==> src/rtl/iteration_frame_writer.sv <==
// iteration_frame_writer: pulls iteration-count bursts from the Mandelbrot engine,
// buffers them, maps each count to RGB and writes pixels to a linear frame buffer.
//
// Ports:
//   CLK, reset        clock, asynchronous active-high reset
//   ready, data       engine burst-available flag and iteration word
//   send_data         one-cycle burst request to the engine
//   frame_ready       engine level: every pixel of the frame has been emitted
//   clear_frame       one-cycle pulse releasing the engine's frame_ready
//   total_pixels      pixels per frame at the current resolution
//   mem_we/addr/wdata frame-buffer write, held until mem_ack
//   mem_ack           frame buffer accepted the write this cycle
//   pal_we/addr/data  palette RAM write port (used only with PALETTE_RAM_EN)
//   frame_done        one-cycle pulse after the last pixel of a frame is written
//
// Build option: define PALETTE_RAM_EN to replace the fixed colour map with a
// 256x24 palette RAM; MAP then spends one extra cycle on the RAM read.
module iteration_frame_writer #(
    parameter int SET_SIZE   = 1,
    parameter int FIFO_DEPTH = 8,
    parameter int MAX_ITER   = 255
) (
    input  logic        CLK,
    input  logic        reset,
    input  logic        ready,
    input  logic [31:0] data,
    input  logic        frame_ready,
    input  logic [20:0] total_pixels,
    output logic        send_data,
    output logic        clear_frame,
    output logic        mem_we,
    output logic [20:0] mem_addr,
    output logic [23:0] mem_wdata,
    input  logic        mem_ack,
    input  logic        pal_we,
    input  logic [7:0]  pal_addr,
    input  logic [23:0] pal_data,
    output logic        frame_done
);

    localparam int AW  = (FIFO_DEPTH > 1) ? $clog2(FIFO_DEPTH) : 1;
    localparam int WCW = (SET_SIZE > 1) ? $clog2(SET_SIZE) : 1;
    // Highest occupancy that still leaves room for a whole burst.
    localparam logic [AW:0]    FREE_LIMIT = (AW + 1)'(FIFO_DEPTH - SET_SIZE);
    localparam logic [WCW-1:0] LAST_WORD  = WCW'(SET_SIZE - 1);

    typedef enum logic {IDLE, RECV} in_state_t;
    typedef enum logic [1:0] {WIDLE, MAP, WREQ} wr_state_t;

    in_state_t      in_state_q, in_state_d;
    wr_state_t      wr_state_q, wr_state_d;
    logic [WCW-1:0] word_cnt_q, word_cnt_d;
    logic           send_data_q, send_data_d;
    logic [AW-1:0]  wr_ptr_q, wr_ptr_d, rd_ptr_q, rd_ptr_d;
    logic [AW:0]    count_q, count_d;
    logic [31:0]    word_q, word_d;
    logic           mem_we_q, mem_we_d;
    logic [20:0]    mem_addr_q, mem_addr_d;
    logic [23:0]    mem_wdata_q, mem_wdata_d;
    logic           frame_done_q, frame_done_d;
    logic           armed_q, armed_d;
    logic           clear_frame_q, clear_frame_d;
    logic           push, pop, empty, in_set, last_pixel;
    logic [31:0]    fifo_mem [FIFO_DEPTH];

`ifdef PALETTE_RAM_EN
    logic [23:0] pal_mem [256];
    logic [23:0] pal_rd_q, pal_rd_d;
    logic        map_phase_q, map_phase_d;
`else
    logic [7:0]  idx;
    logic [23:0] fixed_color;
    logic        unused_pal;
    assign unused_pal  = ^{pal_we, pal_addr, pal_data};
    assign idx         = word_q[7:0];
    assign fixed_color = {idx, idx[3:0], idx[7:4], ~idx};
`endif

    assign empty      = (count_q == '0);
    assign in_set     = (word_q >= 32'(MAX_ITER));
    assign last_pixel = (mem_addr_q == total_pixels - 21'd1);

    // Ingest FSM. The request is registered, so the first RECV cycle is the one in
    // which send_data is visible to the engine; word 0 arrives the cycle after.
    always_comb begin
        in_state_d  = in_state_q;
        word_cnt_d  = word_cnt_q;
        send_data_d = 1'b0;
        push        = 1'b0;
        case (in_state_q)
            IDLE: begin
                if (ready && count_q <= FREE_LIMIT) begin
                    send_data_d = 1'b1;
                    word_cnt_d  = '0;
                    in_state_d  = RECV;
                end
            end
            RECV: begin
                if (!send_data_q) begin
                    push       = 1'b1;
                    word_cnt_d = word_cnt_q + 1'b1;
                    if (word_cnt_q == LAST_WORD)
                        in_state_d = IDLE;
                end
            end
            default: in_state_d = IDLE;
        endcase
    end

    always_comb begin
        wr_ptr_d = push ? wr_ptr_q + 1'b1 : wr_ptr_q;
        rd_ptr_d = pop ? rd_ptr_q + 1'b1 : rd_ptr_q;
        count_d  = count_q + (AW + 1)'(push) - (AW + 1)'(pop);
    end

`ifdef PALETTE_RAM_EN
    always_comb pal_rd_d = pal_mem[word_q[7:0]];
`endif

    // Write FSM: pop, map to colour, then hold the write until acknowledged.
    always_comb begin
        wr_state_d   = wr_state_q;
        word_d       = word_q;
        mem_we_d     = mem_we_q;
        mem_addr_d   = mem_addr_q;
        mem_wdata_d  = mem_wdata_q;
        frame_done_d = 1'b0;
        pop          = 1'b0;
`ifdef PALETTE_RAM_EN
        map_phase_d  = 1'b0;
`endif
        case (wr_state_q)
            WIDLE: begin
                if (!empty) begin
                    pop        = 1'b1;
                    word_d     = fifo_mem[rd_ptr_q];
                    wr_state_d = MAP;
                end
            end
            MAP: begin
`ifdef PALETTE_RAM_EN
                // Phase 0 lets the RAM read of word_q land in pal_rd_q.
                if (!map_phase_q) begin
                    map_phase_d = 1'b1;
                end else begin
                    mem_wdata_d = in_set ? 24'h000000 : pal_rd_q;
                    mem_we_d    = 1'b1;
                    wr_state_d  = WREQ;
                end
`else
                mem_wdata_d = in_set ? 24'h000000 : fixed_color;
                mem_we_d    = 1'b1;
                wr_state_d  = WREQ;
`endif
            end
            WREQ: begin
                if (mem_ack) begin
                    mem_we_d     = 1'b0;
                    frame_done_d = last_pixel;
                    mem_addr_d   = last_pixel ? 21'd0 : mem_addr_q + 21'd1;
                    wr_state_d   = WIDLE;
                end
            end
            default: wr_state_d = WIDLE;
        endcase
    end

    // frame_done arms the release; a frame_ready already high in the frame_done
    // cycle fires the pulse immediately on the following cycle.
    always_comb begin
        clear_frame_d = (armed_q | frame_done_q) & frame_ready;
        armed_d       = (armed_q | frame_done_q) & ~frame_ready;
    end

    always_ff @(posedge CLK or posedge reset) begin
        if (reset) begin
            in_state_q    <= IDLE;
            wr_state_q    <= WIDLE;
            word_cnt_q    <= '0;
            send_data_q   <= 1'b0;
            wr_ptr_q      <= '0;
            rd_ptr_q      <= '0;
            count_q       <= '0;
            word_q        <= '0;
            mem_we_q      <= 1'b0;
            mem_addr_q    <= '0;
            mem_wdata_q   <= '0;
            frame_done_q  <= 1'b0;
            armed_q       <= 1'b0;
            clear_frame_q <= 1'b0;
`ifdef PALETTE_RAM_EN
            map_phase_q   <= 1'b0;
`endif
        end else begin
            in_state_q    <= in_state_d;
            wr_state_q    <= wr_state_d;
            word_cnt_q    <= word_cnt_d;
            send_data_q   <= send_data_d;
            wr_ptr_q      <= wr_ptr_d;
            rd_ptr_q      <= rd_ptr_d;
            count_q       <= count_d;
            word_q        <= word_d;
            mem_we_q      <= mem_we_d;
            mem_addr_q    <= mem_addr_d;
            mem_wdata_q   <= mem_wdata_d;
            frame_done_q  <= frame_done_d;
            armed_q       <= armed_d;
            clear_frame_q <= clear_frame_d;
`ifdef PALETTE_RAM_EN
            map_phase_q   <= map_phase_d;
`endif
        end
    end

    always_ff @(posedge CLK) begin
        if (push)
            fifo_mem[wr_ptr_q] <= data;
    end

`ifdef PALETTE_RAM_EN
    always_ff @(posedge CLK) begin
        if (pal_we)
            pal_mem[pal_addr] <= pal_data;
        pal_rd_q <= pal_rd_d;
    end
`endif

    assign send_data   = send_data_q;
    assign clear_frame = clear_frame_q;
    assign mem_we      = mem_we_q;
    assign mem_addr    = mem_addr_q;
    assign mem_wdata   = mem_wdata_q;
    assign frame_done  = frame_done_q;

endmodule

==> config.mk <==
export PLATFORM = sky130hd
export DESIGN_NAME = iteration_frame_writer
export DESIGN_NICKNAME = d
export VERILOG_FILES = /design/src/rtl/iteration_frame_writer.sv
export SDC_FILE = /design/constraint.sdc
export NUM_CORES = 1
export LEC_CHECK = 0
export BUFFER_PORTS_ARGS = -buffer_cell sky130_fd_sc_hd__buf_2
export CORE_ASPECT_RATIO = 0.8
export CORE_MARGIN = 3
export CORE_UTILIZATION = 53
export DETAILED_ROUTE_END_ITERATION = 6
export GPL_ROUTABILITY_DRIVEN = 0
export MAX_ROUTING_LAYER = met4
export PLACE_DENSITY = 0.8
export SLEW_MARGIN = 30
export SYNTH_ARGS = -nofsm -noshare
export SYNTH_HDL_FRONTEND = slang
export SYNTH_SLANG_ARGS = --single-unit
==> constraint.sdc <==
create_clock -name CLK -period 3.4 [get_ports CLK]
set_input_delay 0.34 -clock CLK [delete_from_list [all_inputs] [get_ports CLK]]
set_output_delay 0.34 -clock CLK [all_outputs]
set_load 0.005 [all_outputs]
==> metrics.txt, run 1 <==
sequential share of power=48.4%; FP Rows=52; status=completed; Ports=140; Layout Nets=1074; Avg Synthesized Cell Area=16.4 um2; dpl cell area=15100 um2; antenna-violating nets left=0; Peak VDD IR=approximately 0.52 mV; maximum clock insertion buffer count=3; final slew viol count=0; core area=about 26000 um2; worst r2r dst=mem_addr[2]; Placed Instances=between 1k and 1.5k; Clock Root Buffer=clkbuf_16; drt first-iter violations=629; Reg2Reg Depth=7; sequential area share after synthesis=70.1%; final instance area=16000 um2; syn_nets=960; crit path max fanout=19; Synth Warn #=0; crit path kind=primary input to flop; clock network power share=a little over a quarter; gr ovfl total=0; via density per instance=5.77; top-count cell post-synth=edfxtp_1; M1 wire length=12500 um; H-tree Lvls=1; flop2flop setup slack=960 ps; WL met3=1950 um; Sw Share=29.5%; Comb power frac=roughly a quarter; Num CTS Buffers=31; Critical Path RT=3830 ps; Worst EP arrival=2970 ps; die area=28600 um2; Initial Utilization=between 50% and 60%; Post-Syn Instances=around 860; P&R area growth vs syn=13.8%; max_slew headroom=46.6%; DRC viols=0; RSZ-0062 raised after global routing=no; met2 WL=13200 um; DR pass1 iterations=5; PD cells=744 nW/um2; sw power=3.52 mW; Synth top area share=between 50% and 60%; Post-synth EDFFs=between 200 and 300; Setup TNS=0 ps; Post-Route Skew=17.6 ps; Die Y=152 um; ys async rst share=25.6%; CP Launch Type=primary input; Pint=8.42 mW; Fillers=1864; Max Clk Rate=0.393 GHz; final hold violation count=0; fraction of the cycle the final worst path needs=74.8%; number of setup buffers added after CTS=0; Hold Path Class=primary input to flop; vias in the first global route=between 7k and 8k; CTS tree=built; drt wl/cell=between 20 and 25 um; worst setup path end=mem_addr[3]; beginning of the critical path=total_pixels[2]; post-DP HPWL=16800 um; initial antenna violation count=4; Final setup violation count=0; crit path time final=2540 ps; Unique masters post-synth=50; Clock Sinks=344; worst r2r src=mem_addr[3]; Worst Tran Pin Value=about 800 ps; global-route wire length before repair=44800 um; Commonest cells post-synth=edfxtp_1, dfrtp_1, nand2_1; Worst Setup End Kind=flop; number of synthesized register bits=344; Post-Layout Cell Count=about 1.4k; Die Width=188 um; CTS Hold Bufs=2; Syn Std Cell Area=14100 um2; dominant synthesized flop cell=edfxtp_1; layout cells sized above 1=between 20 and 25%; Pwr Total=roughly 12 mW; max layer used=met4; port buffer count=106; Max-cap violations=0; cts repair resizes=0; Vias=approximately 8k; final WL=about 28000 um; later-pin clock latency in the skew report=between 500 and 600 ps; Leak=6.00 nW; area leader, netlist=edfxtp_1; largest cells by area after synthesis=edfxtp_1, dfrtp_1, mux4_2; clock slew at reported path FFs=roughly 60 ps; largest net degree at the start of global routing=68; total track usage=roughly a fifth
placed cells by master, fill, tap and decap left out, types with 9 or more instances in the layout:
cell type	n
edfxtp_1	256
buf_2	106
dfrtp_1	85
nand2_1	72
mux4_2	64
o21ai_0	47
nor2_1	39
mux2i_1	32
clkbuf_16	31
xor2_1	30
xnor2_1	25
inv_1	18
buf_4	18
nor4_1	17
clkbuf_1	12
nand4_1	10
ha_1	10
nand3_1	9
a22o_1	9
nand2b_1	9
how the worst min path moves through the flow:
stage,startpoint,to,slack [ps],cells after the start
after floorplan,frame_ready,armed_q,410,1
after global placement,reset,mem_wdata[21],460,2
after detailed placement,reset,mem_wdata[21],470,2
after CTS,mem_ack,wr_state_q[1],20,2
after global routing,mem_ack,wr_state_q[1],10,2
final,mem_ack,wr_state_q[1],30,2
sequential cells by signal (all words and copies together) (netlist names), 2 cells and up:
| name | cells |
|---|---|
| wr_state_q | 2 |
| mem_addr | 21 |
| rd_ptr_q | 3 |
| mem_wdata | 16 |
| fifo_mem | 256 |
| word_q | 32 |
| wr_ptr_q | 3 |
| count_q | 4 |
power by group through the flow:
stage               registers, mW  logic [mW]  clock network, mW
floorplan                    5.52        2.36                  0
global placement             5.82        2.84                  0
detailed placement           5.87        2.96                  0
CTS                          5.79        2.99               3.28
global route                 5.87        3.25               3.46
finish                       5.78        2.94               3.23
worst max-delay path: stages:
cell and delay [ps]:
buf_2 140, or4_1 600, buf_4 190, nor4_1 330, nand3_1 160, xnor2_1 170, a2111oi_0 430, and4_1 260
buf_4 240, o22ai_1 100
layout make-up:
class | instances | area [um2] | share of cell area, %
Tap cell | 351 | 439 | 2.74
Clock buffer | 45 | 848 | 5.29
Clock inverter | 12 | 82.6 | 0.515
Inverter | 19 | 72.6 | 0.452
Multi-Input combinational cell | 448 | 3980 | 24.8
Sequential cell | 344 | 9900 | 61.7
Timing Repair Buffer | 128 | 726 | 4.52
Antenna cell | 4 | 10.0 | 0.0624
per-stage QoR:
| stage | hold slack (ps) | util [%] | worst slack, ps |
|---|---|---|---|
| 6_report | 26.6 | 62.3 | 856 |
| 5_1_grt | 14.5 | 62.3 | 620 |
| 4_1_cts | 19.5 | 62.3 | 899 |
| 3_5_place_dp | 466 | 58.6 | 314 |
| 3_3_place_gp | 455 | 58.6 | 363 |
| 2_1_floorplan | 406 | - | 459 |
routing by layer:
| metal | GRT usage (%) | up-vias |
|---|---|---|
| met4 | 4.61 | 0 |
| li1 | - | 3516 |
| met3 | 3.09 | 46 |
| met5 | - | - |
| met2 | 31.3 | 284 |
| met1 | 30.1 | 3948 |
kinds of logic after synthesis:
family	after synthesis	share of synthesized area, %
flip-flops	344	70.1
AND/OR/NAND/NOR	209	7.45
multiplexers	96	12.5
AO/OA/AOI/OAI	77	3.31
buffers and inverters	66	2.20
XOR/XNOR	55	3.41
adder cells (fa/ha/maj)	11	1.03
Note: power is estimated with default switching activity, not from simulation.
==> run 2: changes to the inputs <==
==> constraint.sdc (replaced) <==
create_clock -name CLK -period 2.3 [get_ports CLK]
set_input_delay 0.23 -clock CLK [delete_from_list [all_inputs] [get_ports CLK]]
set_output_delay 0.23 -clock CLK [all_outputs]
set_load 0.005 [all_outputs]
==> run 2 against run 1 <==
First-iteration DRC count down 11%. Largest cell class unchanged. Clock power rose by 66%. Critical endpoint unchanged. Final cell count increased by 6.1%. Worst hold slack worse by 9.1 ps. Register-to-register slack got worse by 930 ps. Non-clock buffer count increased by 81.
==> metrics.txt, run 2 (same netlist as run 1, synthesis figures left out) <==
clock network power share=28.8% (+1.8 points); Max Clk Rate=0.441 GHz; final slew viol count=0 (unchanged); final WL=29600 um (+5.1%); number of setup buffers added after CTS=0 (unchanged); Clock Sinks=344 (unchanged); Layout Nets=1158 (+7.8%); Worst Setup End Kind=flop; clock slew at reported path FFs=60 ps (about the same); sequential share of power=44.8% (-3.6 points); hold path depth=1 (-1); Hold Path Class=primary input to flop; Post-Layout Cell Count=1434 (+6.1%); fraction of the cycle the final worst path needs=98.6%; DR pass1 iterations=5 (unchanged); max_slew headroom=57.0% (+10 points); Die Y=152 um (unchanged); CP Launch Type=flop; CTS tree=built; Final setup violation count=0 (unchanged); die area=28600 um2 (unchanged); Die Width=188 um (unchanged); later-pin clock latency in the skew report=500 ps (-50 ps); status=completed; final hold violation count=0 (unchanged); Leak=6.49 nW (+8.2%); H-tree Lvls=2 (+1); Peak VDD IR=0.908 mV (+73%); total track usage=21.5% (+0.96 points); drt first-iter violations=558 (-11%); crit path time final=2270 ps; layout cells sized above 1=30.4% (+5.6 points); Top reg by flops=fifo_mem; crit path max fanout=8 (-11); Worst EP arrival=2640 ps (-330 ps); Num CTS Buffers=34 (+9.7%); number of flip-flops in the largest register=256 (unchanged); Pint=13.2 mW (+57%); FP Rows=52 (unchanged); global-route wire length before repair=46900 um (+4.7%); Initial Utilization=54.7% (unchanged); port buffer count=106 (unchanged); Post-Route Skew=19.4 ps (+1.82 ps); P&R area growth vs syn=21.4%; Vias=8084 (+3.7%); DRC viols=0 (unchanged); core area=25800 um2 (unchanged); Ports=140 (unchanged); dpl cell area=15700 um2 (+3.9%); Comb power frac=26.5% (+1.9 points); commonest non-fill, non-tap cell in the layout=edfxtp_1; final instance area=17100 um2 (+6.7%); Sw Share=28.8% (-0.65 points); vias in the first global route=8385 (+7.4%); Placed Instances=1347 (+4.6%); Critical Path RT=2670 ps (-1160 ps); drt wl/cell=20.7 um (-0.96%); PD cells=1090 nW/um2 (+46%); post-DP HPWL=18300 um (+8.3%); initial antenna violation count=2 (-2); Fillers=1735 (-6.9%); Clock Root Buffer=clkbuf_16; most frequent cells in the layout=edfxtp_1, buf_2, dfrtp_1; Max-cap violations=0 (unchanged); maximum clock insertion buffer count=3 (unchanged); sw power=5.37 mW (+52%); Reg2Reg Depth=8 (+1); crit path kind=flop to flop; largest net degree at the start of global routing=89 (+31%); via density per instance=5.64 (-2.3%); antenna-violating nets left=0 (unchanged); gr ovfl total=0 (unchanged); flop2flop setup slack=30 ps (-930 ps); Worst Tran Pin Value=645 ps (-155 ps)
run 2: changes by cell type in the layout (fill, tap and decap cells not counted), sizes merged:
cell / previous run / this run
buf: 126 / 185
dlygate4sd3: 2 / 24
clkbuf: 45 / 51
clkinv: 12 / 6
clkinvlp: 0 / 2
diode: 4 / 2
bufinv: 1 / 2
inv: 18 / 19
run 2: what timing repair did:
action,in CTS,in global routing
hold buffers,24,0
endpoints found under the setup margin,19,23
hold endpoints to repair,238,0
pin swaps,3,5
gates resized for setup,6,18
run 2: layout make-up:
class / instances / area [um2] / share of cell area, %
Antenna cell: 2 / 5.00 / 0.0292
Clock buffer: 51 / 986 / 5.76
Clock inverter: 10 / 101 / 0.592
Inverter: 19 / 75.1 / 0.438
Multi-Input combinational cell: 448 / 4090 / 23.9
Sequential cell: 344 / 9900 / 57.8
Tap cell: 351 / 439 / 2.56
Timing Repair Buffer: 209 / 1530 / 8.96
run 2: path summary, 6_finish.rpt:
kind | start | to
max reg2reg | mem_addr[15] | mem_addr[3]
max | mem_addr[15] | mem_addr[3]
min in group asynchronous | reset | mem_wdata[20]
min reg2reg | mem_wdata[0] | mem_wdata[0]
min | data[24] | fifo_mem[5][24]
max in group asynchronous | reset | rd_ptr_q[0]
run 2: critical path, stage by stage, from the launching register on:
cell and delay [ps]:
dfrtp_1 410, xor2_2 200, xor2_1 160, or4b_4 530
a21oi_2 150, and4b_1 250, and4_4 240, buf_6 130
o22ai_1 70
run 2: metal layers:
metal  share of wire, %  vias up  GRT usage [%]  wire length [um]
met5                  0        -              -                 0
met4                1.4        0           4.08               429
met3                6.4       43           3.55              1900
met2                 50      280           34.6             14700
met1                 43     4081           29.8             12600
li1                   -     3680              -                 -
run 2: power groups by stage:
stage          logic, mW  clock network, mW  registers [mW]
6_report            4.92               5.36            8.33
5_1_grt             5.43               5.73            8.44
4_1_cts             4.99               5.45            8.33
3_5_place_dp        4.91                  0            8.44
3_3_place_gp        4.71                  0            8.37
2_1_floorplan       3.51                  0            8.17
run 2: stage by stage:
stage | hold WS, ps | util (%) | worst slack [ps] | TNS, ps | total power, mW
2_1_floorplan | 296 | - | -478 | -9060 | 11.7
3_3_place_gp | 394 | 60.8 | -513 | -10600 | 13.1
3_5_place_dp | 400 | 60.8 | -590 | -12130 | 13.3
4_1_cts | 2.71 | 66.1 | -9.72 | -9.72 | 18.8
5_1_grt | 17.5 | 66.5 | -107 | -1600 | 19.6
6_report | 17.5 | 66.5 | 31.6 | 0 | 18.6
==> run 3: changes to the inputs <==
--- a/config.mk
+++ b/config.mk
@@ -8,11 +8,11 @@
 export BUFFER_PORTS_ARGS = -buffer_cell sky130_fd_sc_hd__buf_2
 export CORE_ASPECT_RATIO = 0.8
 export CORE_MARGIN = 3
-export CORE_UTILIZATION = 53
+export CORE_UTILIZATION = 63
 export DETAILED_ROUTE_END_ITERATION = 6
 export GPL_ROUTABILITY_DRIVEN = 0
 export MAX_ROUTING_LAYER = met4
-export PLACE_DENSITY = 0.8
+export PLACE_DENSITY = 0.88
 export SLEW_MARGIN = 30
 export SYNTH_ARGS = -nofsm -noshare
 export SYNTH_HDL_FRONTEND = slang
==> constraint.sdc (replaced) <==
create_clock -name CLK -period 2.8 [get_ports CLK]
set_input_delay 0.28 -clock CLK [delete_from_list [all_inputs] [get_ports CLK]]
set_output_delay 0.28 -clock CLK [all_outputs]
set_load 0.005 [all_outputs]
==> run 3 against run 2 <==
Die area is 15% lower. Via count rose by 1.4%. Global-route usage up 5.2 points. Worst setup slack improved by 280 ps. Sequential power fell by 16%. Fmax fell by 9.0%.
==> metrics.txt, run 3 (same netlist as run 1, synthesis figures left out) <==
Worst Tran Pin Value=711 ps (+66.1 ps); Top reg by flops=fifo_mem; FP Rows=48 (-7.7%); status=completed; DRC viols=0 (unchanged); most frequent cells in the layout=edfxtp_1, buf_2, dfrtp_1; drt first-iter violations=768 (+38%); Comb power frac=25.3% (-1.2 points); P&R area growth vs syn=17.9%; Max Clk Rate=0.401 GHz (-9.0%); Layout Nets=1113 (-3.9%); Clock Root Buffer=clkbuf_16; commonest non-fill, non-tap cell in the layout=edfxtp_1; Vias=8195 (+1.4%); initial antenna violation count=1 (-1); Ports=140 (unchanged); Worst EP arrival=2930 ps (+290 ps); crit path kind=flop to flop; layout cells sized above 1=26.9% (-3.5 points); Pwr Total=15.7 mW (-16%); port buffer count=106 (unchanged); Post-Route Skew=12.7 ps (-6.74 ps); CP Launch Type=flop; Worst Setup End Kind=flop; number of flip-flops in the largest register=256 (unchanged); core area=21800 um2 (-15%); H-tree Lvls=1 (-1); RSZ-0062 raised after global routing=no; Initial Utilization=64.7% (+10 points); Clock Sinks=344 (unchanged); maximum clock insertion buffer count=3 (unchanged); hold path depth=1 (unchanged); crit path max fanout=7 (-1); antenna-violating nets left=0 (unchanged); DR pass1 iterations=5 (unchanged); drt wl/cell=23.0 um (+11%); crit path time final=2490 ps (+224 ps); Die Y=140 um (-8.0%); vias in the first global route=8600 (+2.6%); post-DP HPWL=18100 um (-0.68%); final instance area=16600 um2 (-2.9%); final hold violation count=0 (unchanged); max_slew headroom=52.5% (-4.5 points); Reg2Reg Depth=7 (-1); Fillers=1241 (-28%); via density per instance=6.13 (+8.7%); dpl cell area=15200 um2 (-2.8%); Hold Path Class=primary input to flop; Critical Path RT=3240 ps (+570 ps); final WL=30800 um (+3.7%); final slew viol count=0 (unchanged); Die Width=173 um (-8.0%); largest net degree at the start of global routing=68 (-24%); Leak=6.32 nW (-2.7%); CTS tree=built; global-route wire length before repair=48800 um (+4.1%); clock network power share=30.3% (+1.5 points); later-pin clock latency in the skew report=550 ps (+50 ps); Pint=11.1 mW (-16%); Max-cap violations=0 (unchanged); Final setup violation count=0 (unchanged); number of setup buffers added after CTS=0 (unchanged); gr ovfl total=0 (unchanged); sequential share of power=44.4% (-0.4 points); fraction of the cycle the final worst path needs=89.0% (-9.6 points); clock slew at reported path FFs=70 ps (about the same); total track usage=26.7% (+5.2 points); PD cells=946 nW/um2 (-13%); Sw Share=29.3% (+0.47 points); die area=24200 um2 (-15%); Peak VDD IR=0.693 mV (-24%); Num CTS Buffers=31 (-8.8%); sw power=4.61 mW (-14%)
-- run 3: changes by cell type in the layout (fill, tap and decap cells not counted), moves of 3 or more --
cell,previous run,this run
nor4_1,14,17
bufinv_16,2,8
clkbuf_1,11,1
clkinv_2,2,5
a2111oi_0,1,4
buf_4,64,32
clkbuf_16,35,31
buf_12,13,7
xor2_1,26,30
xor2_2,4,0
-- run 3: cell type report --
class	instances	area [um2]	area share [%]
antenna	1	2.50	0.0150
timing repair buffer	167	1130	6.80
inverter	19	72.6	0.436
multi-input combinational	448	3980	23.9
clock buffer	39	876	5.27
sequential	344	9900	59.5
clock inverter	19	297	1.78
tap	300	375	2.26
-- run 3: critical path, cell delays in order, from the launching register on --
cell and delay (ps):
dfrtp_1 450, xor2_1 200, xnor2_1 240, o211ai_1 120
or4b_2 640, a2111oi_0 390, and4_1 270, o22ai_1 60
-- run 3: metal layers --
metal	wire length, um	share of wire, %	vias to the layer above	global-route usage, %
met5	0	0	-	-
met4	658	2.1	0	6.01
met3	2250	7.3	63	4.06
met2	15400	50	364	43.9
met1	12500	41	4182	36.3
li1	-	-	3586	-
-- run 3: power groups by stage --
stage                     Sequential (mW)  Combinational [mW]  Clock, mW
after floorplan                      6.71                2.86          0
after global placement               6.98                3.66          0
after detailed placement             7.05                3.85          0
after CTS                            6.97                4.01       4.80
after global routing                 7.06                4.32       5.03
final                                6.98                3.98       4.76
-- run 3: metrics by stage --
step	util, %	worst slack (ps)	hold slack, ps	cells	TNS, ps
after global routing	76.3	170	2.68	1337	0
after global placement	69.9	-90.5	391	1256	-1330
after floorplan	-	-30.8	346	858	-275
final	76.3	308	10.8	1337	0
after detailed placement	69.9	-157	400	1256	-2220
after CTS	76.3	326	0.412	1336	0
-- run 3: path summary, 6_finish.rpt --
| kind | startpoint | to | slack (ps) |
|---|---|---|---|
| worst min-delay path | data[20] | fifo_mem[7][20] | 10 |
| max in group asynchronous | reset | mem_wdata[18] | 1640 |
| worst min register to register | armed_q | armed_q | 480 |
| worst max-delay path | mem_addr[3] | mem_addr[2] | 310 |
| worst max register to register | mem_addr[3] | mem_addr[2] | 310 |
| min in group asynchronous | reset | count_q[0] | 380 |
-- run 3: timing repair --
| item | CTS | global route |
|---|---|---|
| resized for setup | 0 | 0 |
| endpoints found under the setup margin | 0 | 0 |
| hold endpoints to repair | 174 | 0 |
| hold buffers | 22 | 0 |
